$ cat config.mk
export PLATFORM = sky130hd
export DESIGN_NAME = ucsbece154b_burst_reader
export DESIGN_NICKNAME = d
export VERILOG_FILES = /design/src/rtl/ucsbece154b_burst_pkg.sv /design/src/rtl/ucsbece154b_wrap_ctr.sv /design/src/rtl/ucsbece154b_burst_reader.sv
export SDC_FILE = /design/constraint.sdc
export NUM_CORES = 1
export LEC_CHECK = 0
export ABC_CLOCK_PERIOD_IN_PS = 2100
export CORE_MARGIN = 2
export CORE_UTILIZATION = 33
export CTS_CLUSTER_DIAMETER = 60
export DETAILED_ROUTE_END_ITERATION = 10
export PLACE_DENSITY_LB_ADDON = 0.3
export REMOVE_ABC_BUFFERS = 1
export SYNTH_ARGS = -nofsm -noshare
export SYNTH_HDL_FRONTEND = slang
export SYNTH_SLANG_ARGS = --single-unit
export TNS_END_PERCENT = 30
$ cat constraint.sdc
create_clock -name clk_i -period 2.1 [get_ports clk_i]
set_clock_uncertainty 0.15 [all_clocks]
set_input_delay 0.315 -clock clk_i [delete_from_list [all_inputs] [get_ports clk_i]]
set_output_delay 0.315 -clock clk_i [all_outputs]
set_load 0.02 [all_outputs]
$ cat src/rtl/ucsbece154b_burst_pkg.sv
// Shared types and width helpers for the line-refill burst reader.
//   state_e     : burst controller states
//   word_off_w  : bits needed to index a word within a line
//   byte_off_w  : bits needed to index a byte within a line
//   lat_cnt_w   : width of the memory-latency down-counter
package ucsbece154b_burst_pkg;

  typedef enum logic [1:0] {IDLE, WAIT, BURST, DONE} state_e;

  function automatic int word_off_w(input int block_words);
    return $clog2(block_words);
  endfunction

  function automatic int byte_off_w(input int block_words, input int data_width);
    return $clog2(block_words * data_width / 8);
  endfunction

  function automatic int lat_cnt_w(input int read_latency);
    return $clog2(read_latency + 1);
  endfunction

endpackage

$ cat src/rtl/ucsbece154b_wrap_ctr.sv
// Modular word-offset counter for a wrapping line burst.
//   load_i  : capture start_i as the first offset, clear the word count
//   en_i    : advance offset (wraps mod BLOCK_WORDS) and word count
//   off_o   : current word offset within the line
//   last_o  : current word is the final word of the burst
module ucsbece154b_wrap_ctr
  import ucsbece154b_burst_pkg::*;
#(
  parameter int BLOCK_WORDS = 4,
  parameter int OW          = word_off_w(BLOCK_WORDS)
) (
  input  logic          clk_i,
  input  logic          rst_ni,
  input  logic          load_i,
  input  logic [OW-1:0] start_i,
  input  logic          en_i,
  output logic [OW-1:0] off_o,
  output logic          last_o
);

  logic [OW-1:0] off_q;
  logic [OW-1:0] cnt_q;

  // OW-bit arithmetic gives the wrap within the line for free.
  always_ff @(posedge clk_i or negedge rst_ni) begin
    if (!rst_ni) begin
      off_q <= '0;
      cnt_q <= '0;
    end else if (load_i) begin
      off_q <= start_i;
      cnt_q <= '0;
    end else if (en_i) begin
      off_q <= off_q + OW'(1);
      cnt_q <= cnt_q + OW'(1);
    end
  end

  assign off_o  = off_q;
  assign last_o = (cnt_q == OW'(BLOCK_WORDS - 1));

endmodule

$ cat src/rtl/ucsbece154b_burst_reader.sv
// Line-refill burst generator feeding the response FIFO.
// Accepts one line request, waits READ_LATENCY cycles, then streams
// BLOCK_WORDS words from a combinational memory port into the FIFO.
// Build option: UCSBECE154B_CRITICAL_WORD_FIRST_EN starts the burst at the
// requested word and wraps within the line; otherwise bursts start at word 0.
// Ports:
//   clk_i, rst_ni            : clock, async active-low reset
//   req_valid_i/addr_i/ready_o : line request handshake
//   abort_i                  : cancel the burst in progress (WAIT/BURST)
//   mem_addr_o, mem_rdata_i  : combinational backing-memory read port
//   fifo_data_o/push_o/full_i: FIFO write side
//   busy_o, done_o           : status; done_o pulses after the last push
module ucsbece154b_burst_reader
  import ucsbece154b_burst_pkg::*;
#(
  parameter int ADDR_WIDTH   = 32,
  parameter int DATA_WIDTH   = 32,
  parameter int BLOCK_WORDS  = 4,
  parameter int READ_LATENCY = 3
) (
  input  logic                  clk_i,
  input  logic                  rst_ni,
  input  logic                  req_valid_i,
  input  logic [ADDR_WIDTH-1:0] req_addr_i,
  output logic                  req_ready_o,
  input  logic                  abort_i,
  output logic [ADDR_WIDTH-1:0] mem_addr_o,
  input  logic [DATA_WIDTH-1:0] mem_rdata_i,
  output logic [DATA_WIDTH-1:0] fifo_data_o,
  output logic                  fifo_push_o,
  input  logic                  fifo_full_i,
  output logic                  busy_o,
  output logic                  done_o
);

  localparam int OW = word_off_w(BLOCK_WORDS);
  localparam int BW = byte_off_w(BLOCK_WORDS, DATA_WIDTH);
  localparam int WB = BW - OW;  // byte-in-word bits
  localparam int LW = lat_cnt_w(READ_LATENCY);
  localparam logic [LW-1:0] LAT_LOAD = (READ_LATENCY >= 2) ? LW'(READ_LATENCY - 2) : '0;

  state_e                 state_q, state_d;
  logic [LW-1:0]          lat_q;
  logic [ADDR_WIDTH-BW-1:0] line_q;
  logic [OW-1:0]          start, off;
  logic                   last, accept, push;
  logic                   unused_addr;

  assign accept      = (state_q == IDLE) && req_valid_i;
  assign unused_addr = ^req_addr_i;

`ifdef UCSBECE154B_CRITICAL_WORD_FIRST_EN
  assign start = req_addr_i[BW-1:WB];
`else
  assign start = '0;
`endif

  always_ff @(posedge clk_i or negedge rst_ni) begin
    if (!rst_ni) begin
      state_q <= IDLE;
      lat_q   <= '0;
      line_q  <= '0;
    end else begin
      state_q <= state_d;
      if (accept) begin
        lat_q  <= LAT_LOAD;
        line_q <= req_addr_i[ADDR_WIDTH-1:BW];
      end else if (state_q == WAIT && lat_q != '0) begin
        lat_q <= lat_q - LW'(1);
      end
    end
  end

  // Never push while full, even if the consumer pops this cycle: full is
  // registered in the FIFO, so this keeps the path loop-free.
  always_comb begin
    state_d     = state_q;
    req_ready_o = 1'b0;
    push        = 1'b0;
    done_o      = 1'b0;
    case (state_q)
      IDLE: begin
        req_ready_o = 1'b1;
        if (req_valid_i) state_d = (READ_LATENCY == 1) ? BURST : WAIT;
      end
      WAIT: begin
        if (abort_i)           state_d = IDLE;
        else if (lat_q == '0)  state_d = BURST;
      end
      BURST: begin
        if (abort_i) begin
          state_d = IDLE;
        end else if (!fifo_full_i) begin
          push = 1'b1;
          if (last) state_d = DONE;
        end
      end
      DONE: begin
        done_o  = 1'b1;
        state_d = IDLE;
      end
      default: state_d = IDLE;
    endcase
  end

  ucsbece154b_wrap_ctr #(
    .BLOCK_WORDS (BLOCK_WORDS),
    .OW          (OW)
  ) u_wrap (
    .clk_i   (clk_i),
    .rst_ni  (rst_ni),
    .load_i  (accept),
    .start_i (start),
    .en_i    (push),
    .off_o   (off),
    .last_o  (last)
  );

  assign mem_addr_o  = ADDR_WIDTH'({line_q, off}) << WB;
  assign fifo_data_o = mem_rdata_i;
  assign fifo_push_o = push;
  assign busy_o      = (state_q != IDLE);

endmodule
---- After elaboration in Yosys (flattened, before gate mapping) ----
Index checks and enable logic that the tools add are counted.
Widths: inputs -> output; s select.
storage, ports and cells
  output and inout bits ................... 68
  logic and storage cells ................. 43
  register bits after elaboration ......... 36
  bits of input ports ..................... 69
cells by class
  $add $sub $neg .......................... 3
  multiplexer cells ....................... 18
  reductions and logical operators ........ 9
  equal/unequal tests ..................... 8
operator list
  cell                 number
  $mux 2               12
  $pmux 2 s4           1
  $reduce_bool 2->1    4
  $eq 2x2->1 const B   3
  $ne 3x3->1 const B   2
  $mux 1               5
  $add 2x1->2 const B  2
  $logic_not 2->1      2
  $reduce_and 4->1     1
  $ne 3x2->1 const B   1
  $eq 2x1->1 const B   1
  $logic_and 1x1->1    2
  $ne 2x2->1 const B   1
  $sub 2x1->2 const B  1

---- Depth between registers and ports, before layout ----
Gate-level depths: netlist (run 1).
  word-level depth ........................ 5
  gate-level depth with buffers ........... 5
  depth with buffers taken out ............ 5

---- Cells and area by module ----
From an unflattened synthesis (run 1), not the netlist that was laid out.
second synthesis, totals
  cells, all modules ...................... 136
  area total of the unflattened synthesis .. 1,767.9 µm²
modules (own cells, without submodules)
  module                    area each (µm²)  cells each  times used  sequential area each (µm²)
  ucsbece154b_burst_reader  1,581.5          120         1           800.8
  ucsbece154b_wrap_ctr      186.4            16          1           100.1

---- Least setup slack after synthesis (run 1) ----
Ideal clock, no wire load.
  path kind ............................... reg2reg
  start ................................... reg state_q[0]
  end ..................................... reg u_wrap.cnt_q[1]
  stages on the path, launching flop included .. 5
  slack ................................... 0.488 ns
  clock period less this slack ............ 1.612 ns
  data arrival time ....................... 1.342 ns
  path through ............................ dfrtp_1 -> buf_6 -> nor4b_4 -> mux2i_1 -> nor2_1
on the way
  longest elaborated chain between the ends .. 3
  elaborated cells on any way between the ends .. 6
  those cells by class .................... eq/ne: 1; mux: 2; reduce/logical: 3
ends and longest elaborated chain
  element                             line                            RTL
  from (decl)                         ucsbece154b_burst_reader.sv:42  state_e state_q, state_d;
  from (signal assigned)              ucsbece154b_burst_reader.sv:64  state_q <= state_d;
  $eq 2x2->1                          ucsbece154b_burst_reader.sv:81  case (state_q)
  $mux 1                              ucsbece154b_burst_reader.sv:81
  via fifo_push_o                     ucsbece154b_burst_reader.sv:30  output logic fifo_push_o,
  $reduce_bool 2->1 (no source line)  -
  to (signal assigned)                ucsbece154b_wrap_ctr.sv:34      cnt_q <= cnt_q + OW'(1);
  to (decl)                           ucsbece154b_wrap_ctr.sv:22      logic [OW-1:0] cnt_q;
The timed path passes the listed nets, and every way through them passes these cells.
A chain may end at the register's enable or synchronous reset.

---- Worst setup path after layout (run 1) ----
  start ................................... in abort_i
  end ..................................... out fifo_push_o
on the way
  longest elaborated chain between the ends .. 2
ends and longest elaborated chain
  element      line                            RTL
  from (decl)  ucsbece154b_burst_reader.sv:26  input logic abort_i,
  $mux 1       ucsbece154b_burst_reader.sv:91  if (abort_i) begin
  $mux 1       ucsbece154b_burst_reader.sv:81
  to (decl)    ucsbece154b_burst_reader.sv:30
Every way passes these cells.

==> metrics.md, run 1 <==
| Metric | Value |
|---|---|
| CTS Sinks | `36` |
| Routed WL | `4606 um` |
| Synthesized instance count | `136` |
| Critical Path Sink Type | `primary output` |
| Max Freq | `528.1 MHz` |
| Tcrit/Tclk final | `90.16%` |
| DR DRC count | `0` |
| Vias in the first global route | `1,228` |
| Hold_ws | `337.6 ps` |
| Syn Area/Cell | `12.94 um^2` |
| Commonest non-fill, non-tap cells in the layout | `61 x clkdlybuf4s50_1, 34 x dfrtp_1, 28 x mux2_2, 6 x clkbuf_8, 5 x nor2_1` |
| Setup Buffers After CTS | `0` |
| Worst path bufs/invs | `2` |
| Post-synthesis sequential area ratio | `51.17%` |
| Router iterations before antenna repair | `4` |
| Crit-path leading delay family | `buffers and inverters` |
| Top-area cell type share of the netlist area | `51.17%` |
| Layout cells sized above 1 | `26.55%` |
| CTS tree | `built` |
| CTS Root Cell | `clkbuf_8` |
| Post-synth cell types | `23` |
| RSZ-0062 raised after global routing | `false` |
| CP peak stage delay | `470 ps` |
| Initial antenna violation count | `0` |
| Worst Path Max Fanout | `2` |
| Startpoint Class | `input port` |
| Critical R2R Capture | `line_q[21]` |
| Max_cap viols | `0` |
| Yosys warns | `0` |
| Setup crit end | `fifo_push_o` |
| Crit. path cell count | `3` |
| Ordered cell list for the critical path | `clkdlybuf4s50_1, nor4b_4, dlygate4sd2_1` |
| Finished Core Util | `45.93%` |
| Iter 0 DRT Violations | `38` |
| Final slew viol count | `0` |
| Fin cells | `247` |
| Largest net degree at the start of global routing | `37` |
| Vias | `1,139` |
| Peak supply drop | `0.7527 mV` |
| First-pass GRT wire length | `7031 um` |
| Initial core utilization | `34.25%` |
| Row cnt | `26` |
| Status | `finished, final reports clean` |
| Internal reg-to-reg setup slack | `380 ps` |
| Slowest stage cell, crit path | `clkdlybuf4s50_1` |
| Synth area leaders | `dfrtp_1 51%, mux2_2 18%, buf_4 16%` |
| Core Region | `0.005140 mm^2` |
| Nets@finish | `247` |
| Crit path launch | `abort_i` |
| ANT cells | `0` |
| Min Tclk post-route | `1893 ps` |
| #FFs+latches synth | `36` |
| Pwr/cell area | `1423 mW/mm^2` |
| Commonest non-fill, non-tap cell in the layout | `clkdlybuf4s50_1` |
| Cell area after synthesis | `0.001760 mm^2` |
| Data arrival, critical path | `1430 ps` |
| WL per Instance | `18.65 um` |
| Slew margin rel. | `45.87%` |
| IO Pins | `137` |
| Clock Tree Buf Depth | `2` |
| Total grt overflow | `0` |
| Gpl congestion | `0.7056` |
| IO Port Bufs | `66` |
| Placed cells | `238` |
| Endpoints failing setup | `0` |
| Clock latency on the worst-skew pair | `280 ps` |
| ANT nets after route | `0` |
| Clock slew at reported path FFs | `70 ps` |
| Die width | `77.04 um` |
| Worst Path Required | `1630 ps` |
| DPL Wire Length | `3404 um` |
| Leakage | `1.007 nW` |
| CP Class | `input port to primary output` |
| Worst Tran Pin Value | `812.0 ps` |
| Post-synth top area cell | `dfrtp_1` |
| Area of the die | `0.005935 mm^2` |
| Vias/cell | `4.611` |
| RR Startpoint | `state_q[0]` |
| Tot GR Track Use | `16.12%` |
| # H-tree levels | `2` |
| Hold Path Class | `flop to flop` |
| Area growth syn-to-layout | `34.11%` |
| Die H | `77.04 um` |
| Final Hold Viols | `0` |
| Reg2Reg Depth | `4` |
| Total CTS buffers | `5` |
## synthesized netlist by cell type
| master | number |
|---|---|
| nor2_1 | 5 |
| mux2_1 | 2 |
| nand2b_1 | 1 |
| nor4b_4 | 1 |
| mux2i_1 | 3 |
| buf_4 | 37 |
| nand2_1 | 4 |
| conb_1 | 1 |
| and2_2 | 1 |
| a22oi_1 | 1 |
| buf_2 | 1 |
| o31ai_1 | 1 |
| dfrtp_1 | 36 |
| xnor2_1 | 2 |
| nor2_2 | 2 |
| nor3b_4 | 1 |
| inv_1 | 3 |
| o21bai_1 | 1 |
| o21ai_0 | 1 |
| ha_1 | 2 |
| buf_6 | 1 |
| a22o_2 | 1 |
| mux2_2 | 28 |
## registers in the layout, summed over array words and instances (netlist names)
register / count
state_q: 2
line_q: 28
u_wrap.cnt_q: 2
lat_q: 2
u_wrap.off_o: 2
## repair_timing
item,in CTS,in global routing
gates cloned,0,0
hold endpoints to repair,27,0
endpoints found under the setup margin,4,2
gates resized for setup,4,2
pin swaps,0,0
hold buffers,1,0
## stage by stage
step	power, mW	TNS (ps)	setup slack, ps	area [um^2]
floorplan	2.052	0	8.343	1470
global placement	2.837	-66.47	-66.47	2256
detailed placement	2.898	-72.99	-72.99	2256
CTS	3.420	-13.21	-13.21	2356
global route	3.574	0	167.8	2361
finish	3.359	0	206.6	2361
## cell type report
type / instances / area, um^2
fillers: 481 / 2779
flip-flops and latches: 36 / 903.4
repair buffers: 71 / 710.7
multi-input cells: 59 / 558.0
clock buffers: 8 / 90.09
well taps: 70 / 87.58
inverters: 3 / 11.26
## routing by layer
layer,share of wire [%],global-route usage [%]
met1,37,17.67
met2,41,20.79
met4,1.2,3.571
met5,1.3,10.91
met3,19,16.35
## worst min-delay path by stage
| stage | start | end | depth (start not counted) |
|---|---|---|---|
| after floorplan | rst_ni | lat_q[0] | 0 |
| after global placement | rst_ni | line_q[8] | 1 |
| after detailed placement | rst_ni | line_q[8] | 1 |
| after CTS | u_wrap.off_o[1] | u_wrap.off_o[1] | 1 |
| after global routing | line_q[15] | line_q[15] | 1 |
| final | u_wrap.off_o[1] | u_wrap.off_o[1] | 1 |
## worst reg2reg max path, stage by stage (launching register included)
cell and delay (ps):
dfrtp_2 460, buf_4 180, nor3b_4 210, buf_12 230, mux2_2 390
## logic make-up after synthesis
group / after synthesis / synth area share [%]
AOI/OAI and AO/OA: 5 / 2.132
xor gates and xnor gates: 2 / 0.9952
adders and majority gates: 2 / 1.421
buffers and inverters: 42 / 17.34
DFF: 36 / 51.17
muxes: 33 / 20.90
other: 1 / 0.2130
and+or+nand+nor: 15 / 5.828
## power breakdown
part / switching (mW) / total (mW) / internal (mW)
combinational: 0.759 / 1.67 / 0.911
sequential: 0.185 / 1.19 / 1.01
clock: 0.229 / 0.497 / 0.268
total: 1.17 / 3.36 / 2.18
Power figures use the tool's default switching activity.
==> inputs of run 2 (changes only) <==
--- a/config.mk
+++ b/config.mk
@@ -9,6 +9,7 @@
 export CORE_MARGIN = 2
 export CORE_UTILIZATION = 33
 export CTS_CLUSTER_DIAMETER = 60
+export CTS_CLUSTER_SIZE = 28
 export DETAILED_ROUTE_END_ITERATION = 10
 export PLACE_DENSITY_LB_ADDON = 0.3
 export REMOVE_ABC_BUFFERS = 1
==> results of run 2 <==
The final DEF is identical to that of run 1; final timing and power are the same.
